--- config.mk ---
export PLATFORM = sky130hd
export DESIGN_NAME = hpm_counter_bank
export DESIGN_NICKNAME = d
export VERILOG_FILES = /design/src/rtl/hpm_counter_bank_pkg.sv /design/src/rtl/hpm_counter.sv /design/src/rtl/hpm_counter_bank.sv
export SDC_FILE = /design/constraint.sdc
export NUM_CORES = 1
export LEC_CHECK = 0
export CORE_UTILIZATION = 60
export CTS_CLUSTER_SIZE = 10
export DETAILED_ROUTE_END_ITERATION = 8
export PLACE_DENSITY = 0.79
export SLEW_MARGIN = 20
export SYNTH_ARGS = -nofsm -noshare
export SYNTH_HDL_FRONTEND = slang
export SYNTH_HIERARCHICAL = 1
export SYNTH_SLANG_ARGS = --single-unit
--- constraint.sdc ---
create_clock -name clk -period 6.5 [get_ports clk]
set_input_delay 0.65 -clock clk [delete_from_list [all_inputs] [get_ports clk]]
set_output_delay 0.65 -clock clk [all_outputs]
set_load 0.01 [all_outputs]
--- src/rtl/hpm_counter_bank_pkg.sv ---
// Shared types and constants for the hardware performance-monitor counter bank.
package hpm_counter_bank_pkg;

  typedef enum logic [1:0] {
    FIELD_LO      = 2'd0,
    FIELD_HI      = 2'd1,
    FIELD_EVENT   = 2'd2,
    FIELD_INHIBIT = 2'd3
  } csr_field_t;

  localparam int CSR_WIDTH    = 32;
  localparam int EVENT_OF_BIT = 30;

endpackage

--- src/rtl/hpm_counter.sv ---
// One performance counter channel: count register, event select, sticky
// overflow flag, CSR write handling, increment and wrap detection.
module hpm_counter
  import hpm_counter_bank_pkg::*;
#(
  parameter int CTR_WIDTH  = 64,
  parameter int NUM_EVENTS = 8,
  parameter int SEL_WIDTH  = $clog2(NUM_EVENTS + 1)
) (
  input  logic                  clk,
  input  logic                  reset,
  input  logic [NUM_EVENTS-1:0] ev_q,
  input  logic                  inh,
  input  logic                  freeze,
  input  logic                  wr_lo,
  input  logic                  wr_hi,
  input  logic                  wr_event,
  input  logic [CSR_WIDTH-1:0]  wd,
  output logic [CTR_WIDTH-1:0]  cnt,
  output logic [SEL_WIDTH-1:0]  sel,
  output logic                  of
);

  logic                 hit;
  logic                 inc;
  logic                 cnt_wr;
  logic                 wrap;
  logic [SEL_WIDTH-1:0] sel_wd;
  logic                 sel_legal;

  // sel == 0 matches no event, so hit stays low for it.
  always_comb begin
    hit = 1'b0;
    for (int k = 0; k < NUM_EVENTS; k++) begin
      if (sel == SEL_WIDTH'(k + 1)) hit = ev_q[k];
    end
  end

  assign inc       = hit & ~inh & ~freeze;
  assign cnt_wr    = wr_lo | wr_hi;
  // A software write to the count swallows the increment, so it cannot wrap.
  assign wrap      = inc & ~cnt_wr & (&cnt);
  assign sel_wd    = wd[SEL_WIDTH-1:0];
  assign sel_legal = 32'(sel_wd) <= 32'(NUM_EVENTS);

  always_ff @(posedge clk or negedge reset) begin
    if (!reset) begin
      cnt <= '0;
      sel <= '0;
      of  <= 1'b0;
    end else begin
      if (wr_lo) begin
        cnt[31:0] <= wd;
      end else if (wr_hi) begin
        cnt[CTR_WIDTH-1:32] <= wd[CTR_WIDTH-33:0];
      end else if (inc) begin
        cnt <= cnt + CTR_WIDTH'(1);
      end

      // A wrap on the same edge as a software clear keeps the flag set.
      if (wr_event) begin
        sel <= sel_legal ? sel_wd : '0;
        of  <= wd[EVENT_OF_BIT] | wrap;
      end else if (wrap) begin
        of <= 1'b1;
      end
    end
  end

endmodule

--- src/rtl/hpm_counter_bank.sv ---
// Bank of NUM_COUNTERS event counters with half-word CSR access, a shared
// inhibit register and an OR-reduced overflow interrupt.
module hpm_counter_bank
  import hpm_counter_bank_pkg::*;
#(
  parameter int NUM_COUNTERS = 4,
  parameter int CTR_WIDTH    = 64,
  parameter int NUM_EVENTS   = 8,
  parameter int SEL_WIDTH    = $clog2(NUM_EVENTS + 1),
  parameter int IDX_WIDTH    = (NUM_COUNTERS > 1) ? $clog2(NUM_COUNTERS) : 1
) (
  input  logic                  clk,
  input  logic                  reset,
  input  logic [NUM_EVENTS-1:0] events,
  input  logic                  freeze,
  input  logic                  csr_we,
  input  logic [1:0]            csr_field,
  input  logic [IDX_WIDTH-1:0]  csr_idx,
  input  logic [CSR_WIDTH-1:0]  csr_wd,
  output logic [CSR_WIDTH-1:0]  csr_rd,
  output logic                  ovf_irq
);

  csr_field_t              field;
  logic [NUM_EVENTS-1:0]   ev_q;
  logic [NUM_COUNTERS-1:0] inh;
  logic [NUM_COUNTERS-1:0] of_vec;
  logic [NUM_COUNTERS-1:0] wr_lo;
  logic [NUM_COUNTERS-1:0] wr_hi;
  logic [NUM_COUNTERS-1:0] wr_event;
  logic [CTR_WIDTH-1:0]    cnt_arr [NUM_COUNTERS];
  logic [SEL_WIDTH-1:0]    sel_arr [NUM_COUNTERS];

  assign field = csr_field_t'(csr_field);

  // Registered events, inhibit vector and interrupt. Counting at an edge
  // sees the inhibit value held before that edge.
  always_ff @(posedge clk or negedge reset) begin
    if (!reset) begin
      ev_q    <= '0;
      inh     <= '0;
      ovf_irq <= 1'b0;
    end else begin
      ev_q    <= events;
      ovf_irq <= |of_vec;
      if (csr_we && field == FIELD_INHIBIT) inh <= csr_wd[NUM_COUNTERS-1:0];
    end
  end

  // Indices with no matching channel decode to no strobe, so those writes drop.
  for (genvar i = 0; i < NUM_COUNTERS; i++) begin : g_ch
    logic idx_hit;
    assign idx_hit     = csr_we && (csr_idx == IDX_WIDTH'(i));
    assign wr_lo[i]    = idx_hit && field == FIELD_LO;
    assign wr_hi[i]    = idx_hit && field == FIELD_HI;
    assign wr_event[i] = idx_hit && field == FIELD_EVENT;

    hpm_counter #(
      .CTR_WIDTH (CTR_WIDTH),
      .NUM_EVENTS(NUM_EVENTS),
      .SEL_WIDTH (SEL_WIDTH)
    ) u_counter (
      .clk     (clk),
      .reset   (reset),
      .ev_q    (ev_q),
      .inh     (inh[i]),
      .freeze  (freeze),
      .wr_lo   (wr_lo[i]),
      .wr_hi   (wr_hi[i]),
      .wr_event(wr_event[i]),
      .wd      (csr_wd),
      .cnt     (cnt_arr[i]),
      .sel     (sel_arr[i]),
      .of      (of_vec[i])
    );
  end

  always_comb begin
    csr_rd = '0;
    if (field == FIELD_INHIBIT) begin
      csr_rd[NUM_COUNTERS-1:0] = inh;
    end else begin
      for (int i = 0; i < NUM_COUNTERS; i++) begin
        if (csr_idx == IDX_WIDTH'(i)) begin
          case (field)
            FIELD_LO: csr_rd = cnt_arr[i][31:0];
            FIELD_HI: csr_rd = CSR_WIDTH'(cnt_arr[i][CTR_WIDTH-1:32]);
            default: begin
              csr_rd[SEL_WIDTH-1:0]  = sel_arr[i];
              csr_rd[EVENT_OF_BIT]   = of_vec[i];
            end
          endcase
        end
      end
    end
  end

endmodule
* After elaboration in Yosys (flattened, before gate mapping)
Cells that the tools add are included.
** Word-level totals
- Register bits after elaboration :: 289
- Logic and storage cells :: 227
** Operators by class
- Add/sub/neg operators :: 4
- Magnitude comparators :: 1
- Equality and inequality tests :: 42
- Multiplexer cells :: 80
- Bitwise logic cells :: 37
- Reduce and logical (&&, ||, !) cells :: 44
** Operators with widths (count)
- two-way mux 32 bit :: 17
- adder 64 x 1 -> 64 bit (second input constant) :: 4
- two-way mux 64 bit :: 4
- AND reduction 64 bit :: 4
- one-hot mux 26 bit (2 select lines) :: 4
- == test 4 x 3 -> 1 bit (second input constant) :: 16
- two-way mux 1 bit :: 40
- == test 4 x 2 -> 1 bit (second input constant) :: 8
- one-hot mux 4 bit (2 select lines) :: 4
- two-way mux 28 bit :: 1
- nonzero test 2 bit :: 12
- logical AND 1 bit :: 17
- AND 1 bit :: 16
- == test 4 x 1 -> 1 bit (second input constant) :: 4
- == test 4 bit (second input constant) :: 4
- one-hot mux 1 bit (2 select lines) :: 8
- AND reduction 2 bit :: 8
- NOT 1 bit :: 13
- == test 2 bit (second input constant) :: 4
- two-way mux 4 bit :: 2
- != test 2 x 1 -> 1 bit (second input constant) :: 4
- bitwise OR 1 bit :: 8
- == test 2 x 1 -> 1 bit (second input constant) :: 2
- less-or-equal comparator 4 bit (second input constant) :: 1
- other kinds (2) :: 3

* Depth between registers and ports, before layout
Gate-level depths: netlist of the first run.
- Depth in word-level cells :: 15
- Mapped depth :: 13
- Gate-level depth less buffers :: 9

* Modules after synthesis
The synthesis of the first run kept the hierarchy.
** By module, submodules not included
- hpm_counter :: times used 4, cells an instance 526, area each 4523.1 um2
- hpm_counter_bank :: times used 1, cells an instance 227, area each 2753.9 um2

* Least setup slack after synthesis of the first run
Ideal clock, no wire load.
- Kind :: input -> register
- From :: in csr_field[0]
- To :: reg g_ch[0].u_counter.cnt[5]
- Arrival :: 2.954 ns
- Setup slack :: 3.422 ns
- Stages :: 13
- Cells stage by stage :: buf_6 -> buf_4 -> buf_2 -> buf_2 -> nand3b_1 -> nor3_1 -> clkbuf_1 -> nor3_1 -> a21oi_4 -> buf_6 -> nor3_2 -> xor2_1 -> mux2_2
** On the way
- Word-level cells in the longest chain between the ends :: 4
- Elaborated cells on any way between the ends :: 8
- Classes of those cells :: eq/ne (2); mux (1); reduce/logical (5)
** RTL lines
- start: declaration :: RTL line hpm_counter_bank.sv:17 : input logic [1:0] csr_field,
- == test 2 x 1 -> 1 bit :: RTL line hpm_counter_bank.sv:55 : assign wr_hi[i] = idx_hit && field == FIELD_HI;
- logical AND 1 bit :: RTL line hpm_counter_bank.sv:55
- named net wr_hi[0] :: RTL line hpm_counter_bank.sv:29 : logic [NUM_COUNTERS-1:0] wr_hi;
- != test 2 x 1 -> 1 bit (no source line)
- AND reduction 2 bit (no source line)
- end signal: assignment :: RTL line hpm_counter.sv:53 : cnt[31:0] <= wd;
- end signal: indexed assignment :: RTL line hpm_counter.sv:55 : cnt[CTR_WIDTH-1:32] <= wd[CTR_WIDTH-33:0];
- end signal: assignment :: RTL line hpm_counter.sv:57 : cnt <= cnt + CTR_WIDTH'(1);
- end: declaration :: RTL line hpm_counter.sv:19 : output logic [CTR_WIDTH-1:0] cnt,
The timed path passes the listed nets, and every way through them passes these cells.
A chain may end at the register's enable or synchronous reset.

* Worst setup path in the final report of the first run
- From :: in csr_field[0]
- To :: out csr_rd[30]
** On the way
- Word-level cells in the longest chain between the ends :: 8
- Elaborated cells on any way between the ends :: 13
- Classes of those cells :: eq/ne (2); mux (10); reduce/logical (1)
** RTL lines
- == test 2 x 1 -> 1 bit or zero test 2 bit (tied branches) :: RTL line hpm_counter_bank.sv:85 : case (field)
- one-hot mux 1 bit (2 select lines) :: RTL line hpm_counter_bank.sv:85
- two-way mux 32 bit :: RTL line hpm_counter_bank.sv:84 : if (csr_idx == IDX_WIDTH'(i)) begin
- two-way mux 32 bit :: RTL line hpm_counter_bank.sv:80 : if (field == FIELD_INHIBIT) begin
- two-way mux 32 bit (3 in a row) :: RTL line hpm_counter_bank.sv:84
- two-way mux 28 bit (*) :: RTL line hpm_counter_bank.sv:80
- end: declaration :: RTL line hpm_counter_bank.sv:20 : output logic [CSR_WIDTH-1:0] csr_rd,
Mark *: on every way between the ends. The rest lies on a longest branch, timed or not. The select of a mux whose other input is x is not followed.

==> summary.log, run 1 <==
qor: clock_network.htree_levels 2
qor: sta.setup-tns-final 0 ns
qor: critical_path.required_time_at_the_worst_slack_endpoint 5.85 ns
qor: critical_path.cp_common_cell sky130_fd_sc_hd__buf_4
qor: drt.total_vias_in_the_final_route 20837
qor: critical_path.setup.reg_to_reg.worst_slack 3.31 ns
qor: sta.maxClockFrequency 0.2373 GHz
qor: clock_network.postCtsSetupBuffers 0
qor: yosys.syn_inst 2331
qor: clock_network.clkLatencyLatePin 0.55 ns
qor: global_route.grt_overflow_total 0
qor: global_route.use_met1 62.60%
qor: finish.mostFrequentLayoutCells sky130_fd_sc_hd__dfrtp_1 (289), sky130_fd_sc_hd__nand2_1 (207), sky130_fd_sc_hd__a21oi_1 (177), sky130_fd_sc_hd__o21ai_0 (176), sky130_fd_sc_hd__nor2_1 (123)
qor: global_route.global_route.peak_usage_layer met1
qor: drt.count_of_nets_left_with_antenna_violations_after_detail_routing 0
qor: clock_network.clock_transition_at_path_regs 0.06 ns
qor: global_route.grt_usage 44.15%
qor: finish.layout.filler_cells 2714
qor: yosys.synth_top_cell_area_share 34.69%
qor: power_and_ir_drop.seq_power_share 44.1%
qor: global_route.initial_antenna_violation_count 0
qor: drt.post_drt_via_cell_ratio 7.466
qor: clock_network.tritoncts yes
qor: power_and_ir_drop.irDropWorstVdd 0.2378 mV
qor: global_route.grt_pass1_vias 19269
qor: clock_network.postCtsHoldBufs 0
qor: clock_network.numCtsBuffers 37
qor: placement.postPlaceCellArea 0.02174 mm²
qor: critical_path.crit_path_start_kind input port
qor: status.result_of_the_run complete, no violations
qor: yosys.ys_warn_count 6
qor: yosys.async_reset_ff_share 100.0%
qor: sta.slew_viol_final 0
qor: critical_path.worst_r2r_endpoint g_ch[1].u_counter/cnt[52]
qor: clock_network.max-clock-path-buffers 3
qor: power_and_ir_drop.p_switching 2.808 mW
qor: global_route.groute.layer.met3.usage 11.60%
qor: critical_path.worstReg2RegStart g_ch[1].u_counter/cnt[0]
qor: critical_path.reg2reg_path_depth 7
qor: critical_path.crit_path_top_delay_cell sky130_fd_sc_hd__buf_4
qor: yosys.syn-mean-instance-area 8.943 µm²
qor: global_route.grt_start_max_net_pins 163
qor: critical_path.end_kind output port
qor: floorplan.die_h 188.4 µm
qor: power_and_ir_drop.static-leakage-power 8.045 nW
qor: finish.mostFrequentLayoutCell sky130_fd_sc_hd__dfrtp_1
qor: clock_network.cts_repair_resize_count 0
qor: drt.dr.pass1.iters 8
qor: drt.routed_wirelength 78600 µm
qor: drt.drc 0
qor: floorplan.floorplan.initialDensity 61.55%
qor: hold_path.hold_path_class in2async
qor: critical_path.worstSetupStartpoint csr_field[0]
qor: power_and_ir_drop.comb_power_share 27.7%
qor: placement.routabilityCongestion 1.050
qor: drt.detail_route.wl_per_cell 28.16 µm
qor: finish.syn_to_final_growth 9.783%
qor: sta.slew_headroom 22.62%
qor: placement.place.detailed.hpwl 56070 µm
qor: yosys.postSynth.topFlopCell sky130_fd_sc_hd__dfrtp_1
qor: sta.finalWorstPathRequiredPeriod 4.213 ns
qor: power_and_ir_drop.pwr_density_cell 310.3 mW/mm²
qor: finish.layout.cell_area.non_filler 0.02289 mm²
qor: floorplan.design.portCount 81
qor: placement.port-buffer-count 80
qor: sta.grt_setup_unrepaired false
qor: finish.num-nets-final 2376
qor: global_route.global_route.usage.met2 60.62%
qor: finish.ratio_of_cells_with_drive_above_1_in_the_final_layout 12.72%
qor: finish.n_antenna_cell 0
qor: critical_path.crit_path_max_fanout 44
qor: power_and_ir_drop.finalPower 7.102 mW
qor: drt.dr.first_iter.drc_count 3676
qor: yosys.synth_edf_count 0
qor: yosys.synthesized_cell_area 0.02085 mm²
qor: yosys.yosys-top-cells-area sky130_fd_sc_hd__dfrtp_1 (35%), sky130_fd_sc_hd__mux4_2 (6.9%), sky130_fd_sc_hd__a21oi_1 (4.2%)
qor: critical_path.critical_path.cell_chain buf_4, buf_4, mux2_2, mux4_2, mux2i_1, a21oi_1, clkdlybuf4s50_1
qor: power_and_ir_drop.p_int 4.294 mW
qor: sta.fin_crit_sh 64.82%
qor: global_route.grt_first_pass_wirelength 119400 µm
qor: job.maxCapViolations 0
qor: yosys.number_of_distinct_library_cell_variants_in_the_gate_level_netlist_after_synthesis 67
qor: yosys.synth_sequential_area_ratio 34.69%
qor: sta.final_hold_viol_count 0
qor: floorplan.design.die.area 0.03549 mm²
qor: yosys.synth.net_count 2383
qor: sta.final.setup.worst_slack 2.287 ns
qor: power_and_ir_drop.power.clock.fraction 28.2%
qor: clock_network.cts.sink_count 289
qor: power_and_ir_drop.switching_share 39.54%
qor: floorplan.core_box_area 0.03387 mm²
qor: placement.place_worst_setup_slack 2.194 ns
qor: critical_path.arrival 3.56 ns
qor: clock_network.clock-root-buffer sky130_fd_sc_hd__clkbuf_16
qor: sta.worst_slew_pin_slew 1.157 ns
qor: sta.fin_hold_ws 0.05537 ns
qor: yosys.synth_area_leader_cell sky130_fd_sc_hd__dfrtp_1
qor: critical_path.worstSetupPathType in2out
qor: yosys.synth.ff_latch_count 289
qor: floorplan.die_width 188.4 µm
qor: floorplan.num_rows 67
qor: sta.clock-skew-final 0.01975 ns
qor: critical_path.cp_slowest_stage_delay 0.62 ns
qor: sta.setup_viol 0
==> synth_stat cells, types with 9 or more instances <==
| library cell | number |
|---|---|
| sky130_fd_sc_hd__a22oi_1 | 18 |
| sky130_fd_sc_hd__buf_6 | 9 |
| sky130_fd_sc_hd__nor2_1 | 129 |
| sky130_fd_sc_hd__mux2_1 | 14 |
| sky130_fd_sc_hd__xnor2_1 | 84 |
| sky130_fd_sc_hd__and4_1 | 24 |
| sky130_fd_sc_hd__nand3b_1 | 13 |
| sky130_fd_sc_hd__o41ai_1 | 12 |
| sky130_fd_sc_hd__o31ai_1 | 12 |
| sky130_fd_sc_hd__nor3_2 | 12 |
| sky130_fd_sc_hd__inv_1 | 77 |
| sky130_fd_sc_hd__nor4_4 | 12 |
| sky130_fd_sc_hd__nand2b_1 | 18 |
| sky130_fd_sc_hd__and2_1 | 13 |
| sky130_fd_sc_hd__nor4_1 | 80 |
| sky130_fd_sc_hd__buf_2 | 32 |
| sky130_fd_sc_hd__o21ai_1 | 48 |
| sky130_fd_sc_hd__o21ai_0 | 176 |
| sky130_fd_sc_hd__mux2i_1 | 48 |
| sky130_fd_sc_hd__nor3_1 | 67 |
| sky130_fd_sc_hd__clkbuf_1 | 102 |
| sky130_fd_sc_hd__mux2_2 | 57 |
| sky130_fd_sc_hd__nor2b_1 | 11 |
| sky130_fd_sc_hd__o2bb2ai_1 | 24 |
| sky130_fd_sc_hd__or4_1 | 13 |
| sky130_fd_sc_hd__nand4_1 | 116 |
| sky130_fd_sc_hd__and3_1 | 10 |
| sky130_fd_sc_hd__nand2_1 | 207 |
| sky130_fd_sc_hd__nor4_2 | 12 |
| sky130_fd_sc_hd__buf_4 | 10 |
| sky130_fd_sc_hd__mux4_2 | 64 |
| sky130_fd_sc_hd__a21oi_1 | 177 |
| sky130_fd_sc_hd__dfrtp_1 | 289 |
| sky130_fd_sc_hd__o22ai_1 | 46 |
| sky130_fd_sc_hd__nand3_1 | 122 |
| sky130_fd_sc_hd__nand4_2 | 20 |
| sky130_fd_sc_hd__xor2_1 | 24 |
==> flip-flops by register name (all words and copies together) (netlist names) <==
register	count
g_ch.u_counter/cnt	256
inh	4
g_ch.u_counter/sel	16
g_ch.u_counter/of	4
ovf_irq	1
ev_q	8
==> worst max-delay path by stage <==
stage                     slack, ns                         to
after floorplan                3.42   g_ch[0].u_counter/cnt[5]
after global placement         2.28  g_ch[0].u_counter/cnt[43]
after detailed placement       2.19  g_ch[0].u_counter/cnt[43]
after CTS                      2.35                  csr_rd[2]
after global routing           2.27                  csr_rd[1]
final                          2.29                 csr_rd[30]
==> final cells by class <==
| class | instances | area (µm²) | share of cell area [%] |
|---|---|---|---|
| multi-input combinational | 1807 | 12620 | 55.15 |
| sequential | 289 | 7232 | 31.60 |
| clock buffer | 54 | 1092 | 4.773 |
| timing repair buffer | 112 | 1041 | 4.549 |
| tap | 448 | 560.5 | 2.449 |
| inverter | 77 | 289.0 | 1.263 |
| clock inverter | 4 | 48.80 | 0.2132 |
==> power by group through the flow <==
| stage | Clock (mW) | Combinational [mW] | Sequential [mW] |
|---|---|---|---|
| finish | 2.00 | 1.97 | 3.13 |
| global route | 2.07 | 2.10 | 3.17 |
| CTS | 2.01 | 1.91 | 3.09 |
| detailed placement | 0 | 1.90 | 3.11 |
| global placement | 0 | 1.84 | 3.11 |
| floorplan | 0 | 1.38 | 2.73 |
==> layer usage <==
layer / wire (µm) / share of wire [%]
met5: 0 / 0
met4: 5468 / 7.0
met1: 29600 / 38
met2: 31670 / 40
met3: 11870 / 15
==> logic make-up after synthesis <==
logic type,count (synthesis),synth area share [%]
simple gates,918,25.42
compound gates,593,17.03
flops,289,34.69
buf+inv,235,4.952
mux,184,13.13
xor+xnor,108,4.538
fa+ha+maj,4,0.2401
==> per-stage QoR <==
stage               std cells  utilization (%)
floorplan                2331                -
global route             2791            67.57
CTS                      2791            67.57
finish                   2791            67.57
detailed placement       2733            64.20
global placement         2733            64.21
==> critical path: cells and delay by family <==
| kind | cells | cell delay (ns) |
|---|---|---|
| buffers and inverters | 3 | 1.70 |
| multiplexers | 3 | 1.05 |
| AO/OA/AOI/OAI | 1 | 0.12 |
(Power assumes the default switching activity.)
==> inputs of run 2 (changes only) <==
Clock period 6.5 ns to 4 ns, I/O delays scaled along.
==> summary.log, run 2 (synthesis results as in run 1) <==
qor: status.result_of_the_run complete, no violations
qor: critical_path.critical_path.cell_chain buf_4, buf_4, mux4_2, mux2i_1, nor2_1, clkdlybuf4s50_1
qor: clock_network.htree_levels 2 [unchanged]
qor: placement.routabilityCongestion 0.9700 [-7.6%]
qor: job.maxCapViolations 0 [unchanged]
qor: global_route.grt_usage 44.15% [about the same]
qor: floorplan.design.portCount 81 [unchanged]
qor: global_route.grt_first_pass_wirelength 118600 µm [-0.71%]
qor: floorplan.design.die.area 0.03549 mm² [unchanged]
qor: placement.place_worst_setup_slack 0.6461 ns [-1.548 ns]
qor: sta.worst_slew_pin_slew 1.179 ns [+0.02226 ns]
qor: sta.final.setup.worst_slack 0.6389 ns [-1.648 ns]
qor: clock_network.postCtsHoldBufs 1 [+1]
qor: global_route.initial_antenna_violation_count 1 [+1]
qor: clock_network.numCtsBuffers 37 [unchanged]
qor: sta.maxClockFrequency 0.2975 GHz
qor: finish.top_regs g_ch.u_counter/cnt (256), g_ch.u_counter/sel (16), ev_q (8)
qor: sta.grt_setup_unrepaired false
qor: floorplan.floorplan.initialDensity 61.55% [unchanged]
qor: global_route.grt_overflow_total 0 [unchanged]
qor: placement.port-buffer-count 80 [unchanged]
qor: clock_network.clock_transition_at_path_regs 0.05 ns [about the same]
qor: critical_path.crit_path_max_fanout 30 [-32%]
qor: clock_network.tritoncts yes
qor: clock_network.cts_repair_resize_count 0 [unchanged]
qor: power_and_ir_drop.irDropWorstVdd 0.4196 mV [+76%]
qor: sta.slew_headroom 21.13% [-1.5 points]
qor: clock_network.cts.sink_count 289 [unchanged]
qor: clock_network.postCtsSetupBuffers 0 [unchanged]
qor: global_route.grt_start_max_net_pins 102 [-37%]
qor: hold_path.hold_path_depth 1
qor: finish.mostFrequentLayoutCell sky130_fd_sc_hd__dfrtp_1
qor: hold_path.hold_path_class in2reg
qor: finish.num-nets-final 2406 [+1.3%]
qor: sta.setup_viol 0 [unchanged]
qor: sta.setup-tns-final 0 ns [unchanged]
qor: critical_path.required_time_at_the_worst_slack_endpoint 3.60 ns [-2.25 ns]
qor: floorplan.num_rows 67 [unchanged]
qor: critical_path.cp_common_cell sky130_fd_sc_hd__buf_4
qor: critical_path.crit_path_start_kind input port
qor: clock_network.clock-root-buffer sky130_fd_sc_hd__clkbuf_16
qor: critical_path.crit_path_top_delay_cell sky130_fd_sc_hd__buf_4
qor: critical_path.worstSetupPathType in2out
qor: floorplan.die_h 188.4 µm [unchanged]
qor: drt.routed_wirelength 78900 µm [+0.38%]
qor: clock_network.clkLatencyLatePin 0.54 ns [about the same]
qor: sta.fin_crit_sh 84.03%
qor: floorplan.die_width 188.4 µm [unchanged]
qor: finish.largest_register_ff_count 256 [unchanged]
qor: finish.largest_register g_ch.u_counter/cnt
qor: clock_network.max-clock-path-buffers 3 [unchanged]
qor: critical_path.cp_slowest_stage_delay 0.59 ns [-0.03 ns]
qor: finish.n_antenna_cell 0 [unchanged]
qor: finish.multi_input_comb_area 0.01262 mm² [unchanged]
qor: finish.ff_latch_area 0.007232 mm² [unchanged]
qor: finish.layout.filler_cells 2695 [-0.70%]
qor: power_and_ir_drop.pwr_density_cell 501.4 mW/mm² [+62%]
qor: drt.drc 0 [unchanged]
qor: critical_path.end_kind output port
qor: sta.finalWorstPathRequiredPeriod 3.361 ns
qor: drt.dr.first_iter.drc_count 3082 [-16%]
qor: sta.slew_viol_final 0 [unchanged]
qor: critical_path.reg2reg_path_depth 6 [-1]
qor: power_and_ir_drop.static-leakage-power 8.215 nW [+2.1%]
qor: drt.post_drt_via_cell_ratio 7.393 [-0.98%]
qor: critical_path.setup.reg_to_reg.worst_slack 0.90 ns [-2.41 ns]
qor: critical_path.arrival 2.96 ns [-0.60 ns]
qor: global_route.grt_pass1_vias 19143 [-0.65%]
qor: sta.clock-skew-final 0.02466 ns [+0.004914 ns]
qor: floorplan.core_box_area 0.03387 mm² [unchanged]
qor: finish.syn_to_final_growth 11.13%
qor: finish.mostFrequentLayoutCells sky130_fd_sc_hd__dfrtp_1 (289), sky130_fd_sc_hd__nand2_1 (207), sky130_fd_sc_hd__a21oi_1 (177), sky130_fd_sc_hd__o21ai_0 (176), sky130_fd_sc_hd__nor2_1 (123)
qor: finish.ratio_of_cells_with_drive_above_1_in_the_final_layout 13.83% [+1.1 points]
qor: drt.total_vias_in_the_final_route 20848 [+0.053%]
qor: placement.place.detailed.hpwl 56890 µm [+1.5%]
qor: drt.detail_route.wl_per_cell 27.98 µm [-0.65%]
qor: sta.final_hold_viol_count 0 [unchanged]
qor: drt.dr.pass1.iters 8 [unchanged]
qor: drt.count_of_nets_left_with_antenna_violations_after_detail_routing 0 [unchanged]
==> run 2: cell types whose count changed in the layout (fill, tap and decap cells not counted), sizes merged <==
| cell | previous run | this run |
|---|---|---|
| dlygate4sd3 | 0 | 1 |
| buf | 38 | 66 |
| clkdlybuf4s50 | 74 | 75 |
| clkinv | 2 | 1 |
==> run 2: worst paths after layout <==
path,endpoint,start
max reg2reg,g_ch[0].u_counter/cnt[45],g_ch[0].u_counter/cnt[3]
max in group asynchronous,g_ch[0].u_counter/cnt[56],reset
min in group asynchronous,g_ch[1].u_counter/cnt[46],reset
min,ev_q[4],events[4]
min reg2reg,inh[3],inh[3]
max,csr_rd[26],csr_idx[0]
==> run 2: per-stage QoR <==
stage	hold WS (ns)	std cells	util (%)	instance area, µm²	power (mW)
after floorplan	0.1044	2331	-	20850	6.688
after global placement	0.4852	2762	64.93	21990	8.064
after detailed placement	0.4887	2762	64.93	21990	8.177
after CTS	0.2945	2820	68.40	23170	11.47
after global routing	0.3005	2820	68.40	23170	12.00
final	0.3025	2820	68.40	23170	11.61
==> run 2: cell type report <==
cell class	count	share of cell area, %
multi-input cells	1807	54.49
flip-flops and latches	289	31.22
repair buffers	142	5.595
clock buffers	54	4.845
well taps	448	2.420
inverters	77	1.248
clock inverters	3	0.1890
==> run 2: per-layer routing <==
| metal | GRT usage, % | share of wire, % |
|---|---|---|
| met1 | 63.15 | 40 |
| met4 | 22.46 | 6.1 |
| met3 | 10.24 | 13 |
| met5 | 0 | 0.011 |
| met2 | 62.55 | 41 |
==> run 2: power breakdown <==
part / switching, mW / internal, mW
Clock: 1.32 / 1.99
Combinational: 1.84 / 1.44
Sequential: 1.38 / 3.65
==> run 2: worst max-delay path, delay by kind of cell <==
| kind | cells | cell delay (ns) |
|---|---|---|
| AND/OR/NAND/NOR | 1 | 0.07 |
| multiplexers | 2 | 0.93 |
| buffers and inverters | 3 | 1.53 |
